[src/rtl/data_memory_arbiter.sv]
// -----------------------------------------------------------------------------
// data_memory_arbiter
//
// Arbitrates word requests from two ports (A: datapath load/store, B: test/
// loader) onto a single-port data memory with combinational read and write
// on posedge. Each aligned request takes one ACCESS cycle on the memory. The
// owning port then receives a registered one-cycle response. A misaligned
// request is answered with an error response and never reaches the memory.
//
// Optional feature macro: ROUND_ROBIN_EN
//   defined   -> round-robin between A and B when both are valid (A first
//                after reset)
//   undefined -> fixed priority, A always wins
//
// Parameters
//   byte_W : bytes per word (power of two); data width is 8*byte_W
//   Addr_W : byte-address width
//
// Ports
//   clk, rst_n            : clock, synchronous active-low reset
//   a_req_* / b_req_*     : request handshake (valid/ready, write, addr, wdata)
//   a_resp_* / b_resp_*   : response pulse, read data, misalignment error
//   mem_address/mem_data/mem_write_enable/mem_read_data : memory port
//   busy                  : high while a memory access is in progress
// -----------------------------------------------------------------------------
module data_memory_arbiter #(
  parameter int byte_W = 4,
  parameter int Addr_W = 8
) (
  input  logic                  clk,
  input  logic                  rst_n,
  input  logic                  a_req_valid,
  output logic                  a_req_ready,
  input  logic                  a_req_write,
  input  logic [Addr_W-1:0]     a_req_addr,
  input  logic [8*byte_W-1:0]   a_req_wdata,
  output logic                  a_resp_valid,
  output logic [8*byte_W-1:0]   a_resp_rdata,
  output logic                  a_resp_err,
  input  logic                  b_req_valid,
  output logic                  b_req_ready,
  input  logic                  b_req_write,
  input  logic [Addr_W-1:0]     b_req_addr,
  input  logic [8*byte_W-1:0]   b_req_wdata,
  output logic                  b_resp_valid,
  output logic [8*byte_W-1:0]   b_resp_rdata,
  output logic                  b_resp_err,
  output logic [Addr_W-1:0]     mem_address,
  output logic [8*byte_W-1:0]   mem_data,
  output logic                  mem_write_enable,
  input  logic [8*byte_W-1:0]   mem_read_data,
  output logic                  busy
);

  localparam int Data_W = 8 * byte_W;
  localparam logic [Addr_W-1:0] ALIGN_MASK = Addr_W'(byte_W - 1);

  localparam logic [0:0] S_IDLE   = 1'b0;
  localparam logic [0:0] S_ACCESS = 1'b1;

  // Owner encoding, also used for last_grant
  localparam logic OWN_A = 1'b0;
  localparam logic OWN_B = 1'b1;

  logic [0:0]        state_q, state_d;
  logic              write_q, write_d;
  logic [Addr_W-1:0] addr_q, addr_d;
  logic [Data_W-1:0] wdata_q, wdata_d;
  logic              owner_q, owner_d;
  logic              a_vld_q, a_vld_d, a_err_q, a_err_d;
  logic              b_vld_q, b_vld_d, b_err_q, b_err_d;
  logic [Data_W-1:0] a_rdata_q, a_rdata_d, b_rdata_q, b_rdata_d;

  logic              idle_s, access_s, grant_a_s, grant_b_s, accept_s, misaligned_s;
  logic              sel_write_s;
  logic [Addr_W-1:0] sel_addr_s;
  logic [Data_W-1:0] sel_wdata_s;

`ifdef ROUND_ROBIN_EN
  logic last_grant_q, last_grant_d;
  // On contention the port that was not granted last wins
  assign grant_b_s = b_req_valid && (!a_req_valid || (last_grant_q == OWN_A));
`else
  // Fixed priority: B only gets the memory when A is idle
  assign grant_b_s = b_req_valid && !a_req_valid;
`endif
  assign grant_a_s = a_req_valid && !grant_b_s;

  // Ready is gated by rst_n so nothing is accepted while reset is held
  assign idle_s   = (state_q == S_IDLE) && rst_n;
  assign access_s = (state_q == S_ACCESS);

  assign a_req_ready = idle_s && grant_a_s;
  assign b_req_ready = idle_s && grant_b_s;
  assign accept_s    = a_req_ready || b_req_ready;

  assign sel_write_s  = grant_b_s ? b_req_write : a_req_write;
  assign sel_addr_s   = grant_b_s ? b_req_addr  : a_req_addr;
  assign sel_wdata_s  = grant_b_s ? b_req_wdata : a_req_wdata;
  assign misaligned_s = |(sel_addr_s & ALIGN_MASK);

  // Memory port is driven only during ACCESS; write is also killed by reset
  assign mem_address      = access_s ? addr_q  : {Addr_W{1'b0}};
  assign mem_data         = access_s ? wdata_q : {Data_W{1'b0}};
  assign mem_write_enable = access_s && write_q && rst_n;
  assign busy             = access_s;

  assign a_resp_valid = a_vld_q;
  assign a_resp_err   = a_err_q;
  assign a_resp_rdata = a_rdata_q;
  assign b_resp_valid = b_vld_q;
  assign b_resp_err   = b_err_q;
  assign b_resp_rdata = b_rdata_q;

  // Next-state: FSM, request latch and per-port response registers
  always_comb begin
    state_d   = state_q;
    write_d   = write_q;
    addr_d    = addr_q;
    wdata_d   = wdata_q;
    owner_d   = owner_q;
    a_vld_d   = 1'b0;
    a_err_d   = 1'b0;
    b_vld_d   = 1'b0;
    b_err_d   = 1'b0;
    a_rdata_d = a_rdata_q;
    b_rdata_d = b_rdata_q;
`ifdef ROUND_ROBIN_EN
    last_grant_d = last_grant_q;
`endif
    case (state_q)
      S_IDLE: begin
        if (accept_s) begin
          write_d = sel_write_s;
          addr_d  = sel_addr_s;
          wdata_d = sel_wdata_s;
          owner_d = grant_b_s ? OWN_B : OWN_A;
`ifdef ROUND_ROBIN_EN
          last_grant_d = grant_b_s ? OWN_B : OWN_A;
`endif
          if (misaligned_s) begin
            // Error answered directly from IDLE; memory is never touched
            state_d = S_IDLE;
            if (grant_b_s) begin
              b_vld_d   = 1'b1;
              b_err_d   = 1'b1;
              b_rdata_d = {Data_W{1'b0}};
            end else begin
              a_vld_d   = 1'b1;
              a_err_d   = 1'b1;
              a_rdata_d = {Data_W{1'b0}};
            end
          end else begin
            state_d = S_ACCESS;
          end
        end else begin
          state_d = S_IDLE;
        end
      end
      S_ACCESS: begin
        state_d = S_IDLE;
        if (owner_q == OWN_B) begin
          b_vld_d   = 1'b1;
          b_rdata_d = write_q ? {Data_W{1'b0}} : mem_read_data;
        end else begin
          a_vld_d   = 1'b1;
          a_rdata_d = write_q ? {Data_W{1'b0}} : mem_read_data;
        end
      end
      default: begin
        state_d = S_IDLE;
      end
    endcase
  end

  // State registers with synchronous active-low reset
  always_ff @(posedge clk) begin
    if (!rst_n) begin
      state_q   <= S_IDLE;
      write_q   <= 1'b0;
      addr_q    <= {Addr_W{1'b0}};
      wdata_q   <= {Data_W{1'b0}};
      owner_q   <= OWN_A;
      a_vld_q   <= 1'b0;
      a_err_q   <= 1'b0;
      b_vld_q   <= 1'b0;
      b_err_q   <= 1'b0;
      a_rdata_q <= {Data_W{1'b0}};
      b_rdata_q <= {Data_W{1'b0}};
`ifdef ROUND_ROBIN_EN
      last_grant_q <= OWN_B;
`endif
    end else begin
      state_q   <= state_d;
      write_q   <= write_d;
      addr_q    <= addr_d;
      wdata_q   <= wdata_d;
      owner_q   <= owner_d;
      a_vld_q   <= a_vld_d;
      a_err_q   <= a_err_d;
      b_vld_q   <= b_vld_d;
      b_err_q   <= b_err_d;
      a_rdata_q <= a_rdata_d;
      b_rdata_q <= b_rdata_d;
`ifdef ROUND_ROBIN_EN
      last_grant_q <= last_grant_d;
`endif
    end
  end

endmodule

[config.mk]
export PLATFORM = sky130hd
export DESIGN_NAME = data_memory_arbiter
export DESIGN_NICKNAME = d
export VERILOG_FILES = /design/src/rtl/data_memory_arbiter.sv
export SDC_FILE = /design/constraint.sdc
export NUM_CORES = 1
export LEC_CHECK = 0
export ABC_CLOCK_PERIOD_IN_PS = 1800
export CORE_MARGIN = 2
export CORE_UTILIZATION = 41
export DETAILED_ROUTE_END_ITERATION = 8
export HOLD_SLACK_MARGIN = 0.1
export PLACE_DENSITY = 0.92
export SETUP_SLACK_MARGIN = 0.3
export SLEW_MARGIN = 10
export SYNTH_ARGS = -nofsm -noshare
export SYNTH_HDL_FRONTEND = slang
export SYNTH_SLANG_ARGS = --single-unit
[constraint.sdc]
create_clock -name clk -period 1.8 [get_ports clk]
set_input_delay 0.18 -clock clk [delete_from_list [all_inputs] [get_ports clk]]
set_output_delay 0.18 -clock clk [all_outputs]
set_load 0.005 [all_outputs]
==> results of run 1 <==
-- stage by stage --
step	total power (W)	worst slack [ns]	instance area [µm²]	util, %
after floorplan	0.00308	0.468	4840	-
after global placement	0.00354	0.0112	7340	64.0
after detailed placement	0.00357	0.0223	7340	64.0
after CTS	0.00563	0.158	7820	68.2
after global routing	0.00588	0.145	8030	70.0
final	0.00569	0.199	8030	70.0
-- state kept, by name, summed over array words and instances, names as in the netlist --
signal        cells
a_resp_err        1
a_resp_rdata     32
write_q           1
b_resp_rdata     32
b_resp_err        1
a_resp_valid      1
addr_q            8
wdata_q          32
owner_q           1
busy              1
b_resp_valid      1
-- critical path: stages (launching register included) --
cell and delay [ns]:
dfxtp_4 0.39, buf_12 0.13, buf_8 0.11, buf_6 0.12, nor2b_4 0.18, and2_4 0.26, clkbuf_16 0.19, a311oi_2 0.09
-- layout make-up --
cell class                 count  area share, %
multi-input combinational    330           29.2
clock inverter                 4          0.701
inverter                      34           1.59
timing repair buffer         276           35.6
clock buffer                  10           2.98
sequential                   111           27.7
tap                          143           2.23
-- how the worst max path moves through the flow --
stage / end
after floorplan: a_resp_rdata[0]$_SDFFE_PN0P_
after global placement: b_req_ready
after detailed placement: b_req_ready
after CTS: wdata_q[22]$_SDFFE_PN0P_
after global routing: b_resp_rdata[15]$_SDFFE_PN0P_
final: wdata_q[7]$_SDFFE_PN0P_
-- Yosys cell counts --
| cell | number |
|---|---|
| a22o_1 | 32 |
| and2_4 | 1 |
| o32ai_1 | 1 |
| nor3_2 | 1 |
| or2_1 | 1 |
| buf_6 | 6 |
| and3_1 | 1 |
| inv_1 | 33 |
| a311oi_2 | 40 |
| buf_1 | 1 |
| nand2b_1 | 2 |
| buf_2 | 20 |
| clkbuf_1 | 23 |
| nor2_1 | 4 |
| buf_4 | 1 |
| nor2b_1 | 2 |
| nor3_1 | 3 |
| nand2_1 | 88 |
| a22oi_1 | 32 |
| a311oi_1 | 1 |
| o221a_2 | 1 |
| and3b_1 | 1 |
| or3_1 | 1 |
| and4b_1 | 1 |
| and2_1 | 40 |
| o21ai_1 | 33 |
| dfxtp_1 | 111 |
| inv_2 | 1 |
| a21oi_1 | 44 |
-- placed cells by master, fill, tap and decap left out, types with 2 or more instances in the layout --
cell,count
clkdlybuf4s50_1,183
inv_1,32
dlygate4sd2_1,7
a311oi_2,40
clkbuf_2,2
buf_4,18
a22oi_2,2
o21ai_1,32
and2_1,23
inv_2,2
buf_6,21
dfxtp_1,110
buf_2,24
clkbuf_16,12
nand2_1,87
nor2b_4,2
nor3_1,2
buf_16,4
a22oi_1,30
nor2_1,3
and2_4,18
buf_12,13
a21oi_1,44
a22o_1,32
clkinv_4,2
-- cells by family after synthesis --
family	count (synthesis)	share of synthesized area, %
simple gates	146	14.3
buf+inv	85	8.11
flops	111	45.9
compound gates	184	31.7
-- power by group through the flow --
stage,logic (W),registers [W],clock network (W)
2_1_floorplan,0.000425,0.00266,0
3_3_place_gp,0.000872,0.00267,0
3_5_place_dp,0.000898,0.00267,0
4_1_cts,0.000953,0.00262,0.00206
5_1_grt,0.00110,0.00263,0.00215
6_report,0.00104,0.00262,0.00203
-- per-layer routing --
metal	up-vias	GRT usage (%)	share of wire (%)
met1	2404	27.4	38
met5	-	0	0
met2	276	45.1	51
li1	2328	-	-
met4	0	8.21	2.1
met3	31	8.69	8.9
-- what timing repair did --
action                                  in CTS  in global routing
pin swaps                                   11                  1
setup buffers                               10                  3
endpoints found under the setup margin      44                130
resized for setup                          197                 27
gates cloned                                 5                  5
==> impl_metrics.csv, run 1 <==
group,metric,value,unit
floorplan,core.rowCount,39,
power_and_ir_drop,p_int,0.00425,W
synthesis,syn-cell-area,4840,µm²
sta,fin_crit_sh,89.0,%
sta,fin_skew,0.00533,ns
final_layout,final_cell_count_no_fill,908,
power_and_ir_drop,clockPowerShare,35.7,%
synthesis,syn_nets,644,
synthesis,synth_top_area_share,45.9,%
place,dp.cells,871,
flow_run,maxCapViolations,0,
critical_path,reg2reg_depth,7,
critical_path,rrSetupSlack,0.20,ns
power_and_ir_drop,power-per-cell-area,709,nW/µm²
power_and_ir_drop,combPwrFrac,18.2,%
sta,rsz0062_at_grt,"yes",
final_layout,seqCellArea,2230,µm²
status,status,"finished clean",
sta,tightestPinTransition,0.396,ns
place,portBuffers,229,
critical_path,crit_fanout,8,
sta,tns,0,ns
clock_tree,numCtsBuffers,9,
power_and_ir_drop,seq_power_share,46.1,%
critical_path,reg2reg_from,"busy$_SDFF_PP0_",
power_and_ir_drop,p_leak,3.07,nW
final_layout,diodes,0,
detailed_routing,wire_per_inst,18.6,µm
global_routing,grt_use_total,25.0,%
global_routing,grt_pass1_wl,25.5,mm
floorplan,core,11500,µm²
floorplan,io_pins,230,
critical_path,required,2.03,ns
detailed_routing,ant_nets,0,
global_routing,grt_pass1_vias,5026,
floorplan,die-height,113,µm
global_routing,grt_overflow,0,
clock_tree,clk_pin_slew,0.07,ns
power_and_ir_drop,ir_drop,0.838,mV
clock_tree,cts_max_level,3,
final_layout,layout.nets,880,
synthesis,synth_area_leaders,"dfxtp_1 46%, a311oi_2 12%, nand2_1 6.8%",
critical_path,arrival,1.83,ns
floorplan,die-area,12700,µm²
sta,max_clock_freq,625,MHz
clock_tree,cts_max_path_buffers,2,
clock_tree,worstSkewPairLatency,0.35,ns
detailed_routing,vias,5039,
final_layout,area.growth.synth_to_final,65.8,%
synthesis,synth-seq-area-share,45.9,%
synthesis,syn_inst,526,
detailed_routing,viasPerCell,5.55,
power_and_ir_drop,swShare,25.2,%
critical_path,worst_setup_path_end_kind,"register",
min_path,hold_path_end,"owner_q$_SDFFE_PN0P_",
sta,hold_ws,0.389,ns
detailed_routing,wl,16.9,mm
synthesis,yosysWarnings,0,
min_path,hold_class,"in2reg",
global_routing,grt_max_degree,39,
synthesis,synth.distinct_cells,29,
synthesis,yosys.area.top_type,"dfxtp_1",
synthesis,ys_ff_latch,111,
clock_tree,hold_buffers,0,
synthesis,postSynthAreaPerCell,9.21,µm²
floorplan,die_x,113,µm
critical_path,critPathKind,"reg2reg",
place,place_congestion,0.823,
critical_path,crit_path_start_kind,"register",
floorplan,start_util,42.2,%
sta,layout_min_cycle_time,1.60,ns
clock_tree,cts_tree,"done",
clock_tree,clock_sinks,111,
critical_path,r2r-end,"wdata_q[7]$_SDFFE_PN0P_",
final_layout,num-fill-cells,808,
sta,max_slew_margin,73.6,%
min_path,worstHoldStart,"b_req_valid",
detailed_routing,remaining_drc_errors,0,
sta,finalMaxSlewViolations,0,
place,dp_hpwl,10.9,mm
sta,finalHoldViolCount,0,
clock_tree,cts_root_buffer,"clkbuf_16",
sta,setup_viol,0,
final_layout,multi_input_area,2350,µm²
min_path,hold_path_depth,3,
critical_path,crit_start,"busy$_SDFF_PP0_",
global_routing,antenna_found_initial,0,
detailed_routing,firstDrtPassIters,5,
final_layout,drive_above_1_share,22.7,%
power_and_ir_drop,power_switching,0.00144,W
detailed_routing,drt_iter0_drc,392,
No activity file was read; power rests on OpenSTA's default activity.
==> inputs of run 2 (changes only) <==
--- a/config.mk
+++ b/config.mk
@@ -6,11 +6,14 @@
 export NUM_CORES = 1
 export LEC_CHECK = 0
 export ABC_CLOCK_PERIOD_IN_PS = 1800
+export CORE_ASPECT_RATIO = 1.5
 export CORE_MARGIN = 2
-export CORE_UTILIZATION = 41
+export CORE_UTILIZATION = 42
+export CTS_BUF_LIST = sky130_fd_sc_hd__clkbuf_4
 export DETAILED_ROUTE_END_ITERATION = 8
+export GPL_TIMING_DRIVEN = 0
 export HOLD_SLACK_MARGIN = 0.1
-export PLACE_DENSITY = 0.92
+export PLACE_DENSITY = 0.94
 export SETUP_SLACK_MARGIN = 0.3
 export SLEW_MARGIN = 10
 export SYNTH_ARGS = -nofsm -noshare
==> run 2 against run 1 <==
Net effect:
- critical path depth is 2 lower
- clock power down 34%
- core utilization rose by 4.6 points
- sequential power hardly changed
- sequential cell count did not move
- clock skew grew 0.022 ns
- sequential share of layout area down 0.52 points
- register-to-register slack improved by 0.12 ns
- first-iteration DRC count down 46%
- cell area increased by 5.5%
- largest power group unchanged
==> impl_metrics.csv, run 2 (synthesized netlist as in run 1, its figures left out) <==
group,metric,value,unit
power_and_ir_drop,combPwrFrac,20.9,%
critical_path,reg2reg_depth,6,
final_layout,drive_above_1_share,37.3,%
clock_tree,cts_tree,"done",
critical_path,arrival,1.48,ns
critical_path,path_cells,"buf_8, buf_8, buf_6, and2_4, buf_6",
final_layout,seqCellArea,2300,µm²
floorplan,die_x,91.7,µm
clock_tree,worstSkewPairLatency,0.47,ns
global_routing,grt_pass1_vias,5141,
final_layout,layout.nets,941,
power_and_ir_drop,power_switching,0.00140,W
place,dp_hpwl,11.5,mm
power_and_ir_drop,p_int,0.00361,W
detailed_routing,vias,5193,
critical_path,reg2reg_from,"busy$_SDFF_PP0_",
final_layout,num-fill-cells,758,
power_and_ir_drop,swShare,27.9,%
final_layout,multi_input_area,2370,µm²
clock_tree,hold_buffers,0,
sta,tns,0,ns
clock_tree,clk_pin_slew,0.16,ns
clock_tree,cts_root_buffer,"clkbuf_4",
final_layout,final_common_cell,"clkdlybuf4s50_1",
critical_path,required,1.62,ns
sta,setup_viol,0,
detailed_routing,wire_per_inst,17.6,µm
floorplan,die-height,136,µm
detailed_routing,wl,17.2,mm
sta,layout_min_cycle_time,1.66,ns
status,status,"finished clean",
critical_path,r2r-end,"b_resp_rdata[12]$_SDFFE_PN0P_",
place,place_congestion,0.852,
sta,fin_crit_sh,92.2,%
clock_tree,cts_max_level,3,
floorplan,start_util,42.7,%
power_and_ir_drop,power-per-cell-area,591,nW/µm²
floorplan,core,11400,µm²
place,portBuffers,229,
global_routing,grt_pass1_wl,25.3,mm
global_routing,antenna_found_initial,1,
global_routing,grt_overflow,0,
critical_path,rrSetupSlack,0.32,ns
critical_path,cp-endpoint,"mem_data[28]",
place,dp_slack,-0.551,ns
floorplan,die-area,12400,µm²
critical_path,crit_path_start_kind,"register",
sta,setup_slack,0.141,ns
detailed_routing,remaining_drc_errors,0,
sta,finalMaxSlewViolations,0,
final_layout,area.growth.synth_to_final,75.0,%
min_path,hold_class,"in2reg",
floorplan,io_pins,230,
power_and_ir_drop,seq_power_share,52.5,%
sta,tightestPinTransition,0.729,ns
detailed_routing,firstDrtPassIters,4,
critical_path,worst_setup_path_end_kind,"primary output",
sta,max_clock_freq,603,MHz
critical_path,crit_fanout,6,
detailed_routing,drt_iter0_drc,213,
critical_path,critPathKind,"reg2out",
sta,max_slew_margin,51.4,%
sta,rsz0062_at_grt,"yes",
clock_tree,numCtsBuffers,9,
detailed_routing,ant_nets,0,
sta,finalHoldViolCount,0,
place,placed_cell_area,7320,µm²
detailed_routing,viasPerCell,5.30,
sta,fin_skew,0.0277,ns
power_and_ir_drop,ir_drop,0.516,mV
power_and_ir_drop,clockPowerShare,26.7,%
clock_tree,clock_sinks,111,
clock_tree,cts_max_path_buffers,2,
global_routing,grt_max_degree,21,
flow_run,maxCapViolations,0,
final_layout,finalInstanceArea,8470,µm²
global_routing,grt_use_total,25.3,%
power_and_ir_drop,p_leak,3.83,nW
critical_path,slowest_delay,0.40,ns
final_layout,final_cell_mix,"116 x clkdlybuf4s50_1, 88 x nand2_1, 63 x dfxtp_2",
critical_path,crit_start,"busy$_SDFF_PP0_",
floorplan,core.rowCount,48,
critical_path,crit_path_top_delay_cell,"dfxtp_4",
-- run 2: changes by cell type in the layout (fill, tap and decap cells not counted), sizes merged --
| cell | delta |
|---|---|
| dlygate4sd2 | +49 |
| clkinv | -1 |
| clkdlybuf4s15 | +1 |
| inv | +3 |
| diode | +1 |
| clkbuf | +17 |
| clkinvlp | +1 |
| dlymetal6s2s | +14 |
| clkdlybuf4s50 | -67 |
| buf | +46 |
-- run 2: critical path, delay by kind of cell (launching register included) --
kind | cells | cell delay (ns)
flops | 1 | 0.40
simple gates | 1 | 0.14
buf+inv | 4 | 0.50
-- run 2: power groups by stage --
stage	logic [W]	clock network, W	registers [W]
final	0.00104	0.00134	0.00263
after detailed placement	0.000880	0	0.00267
after global routing	0.00112	0.00145	0.00264
after CTS	0.000919	0.00135	0.00262
after global placement	0.000866	0	0.00266
after floorplan	0.000425	0	0.00266
-- run 2: layout make-up --
class / count / share of cell area, %
Timing Repair Buffer: 286 / 33.5
Tap cell: 150 / 2.22
Multi-Input combinational cell: 330 / 28.0
Antenna cell: 1 / 0.0295
Clock buffer: 9 / 0.798
Sequential cell: 111 / 27.2
Buffer: 51 / 5.79
Inverter: 34 / 1.51
Clock inverter: 7 / 0.990
-- run 2: how the worst min path moves through the flow --
stage / startpoint / cells past startpoint / endpoint / slack [ns]
5_1_grt: rst_n / 3 / owner_q$_SDFFE_PN0P_ / 0.20
3_5_place_dp: a_resp_rdata[8]$_SDFFE_PN0P_ / 1 / a_resp_rdata[8]$_SDFFE_PN0P_ / 0.45
3_3_place_gp: a_resp_rdata[8]$_SDFFE_PN0P_ / 1 / a_resp_rdata[8]$_SDFFE_PN0P_ / 0.45
6_report: rst_n / 3 / owner_q$_SDFFE_PN0P_ / 0.22
4_1_cts: rst_n / 3 / owner_q$_SDFFE_PN0P_ / 0.19
2_1_floorplan: rst_n / 2 / owner_q$_SDFFE_PN0P_ / 0.29
-- run 2: what timing repair did --
item,4_1_cts,5_1_grt
setup endpoints to repair,150,159
pin swaps,27,21
resized for setup,344,146
cloned,3,4
buffers inserted,41,9
endpoints found under the hold margin,0,0
-- run 2: routing by layer --
layer | track usage [%] | share of wire (%) | wire, µm | up-vias
li1 | - | - | - | 2458
met1 | 26.8 | 35 | 5970 | 2454
met2 | 46.8 | 55 | 9510 | 231
met3 | 5.34 | 5.9 | 1010 | 50
met4 | 12.5 | 4.2 | 720 | 0
met5 | 0 | 0 | 0 | -
-- run 2: through the flow --
step | util, % | power, W | hold WS, ns | cells
floorplan | - | 0.00308 | 0.294 | 526
global placement | 64.5 | 0.00353 | 0.455 | 905
detailed placement | 64.5 | 0.00355 | 0.455 | 905
CTS | 69.5 | 0.00488 | 0.188 | 965
global route | 74.6 | 0.00521 | 0.198 | 979
finish | 74.6 | 0.00501 | 0.223 | 979
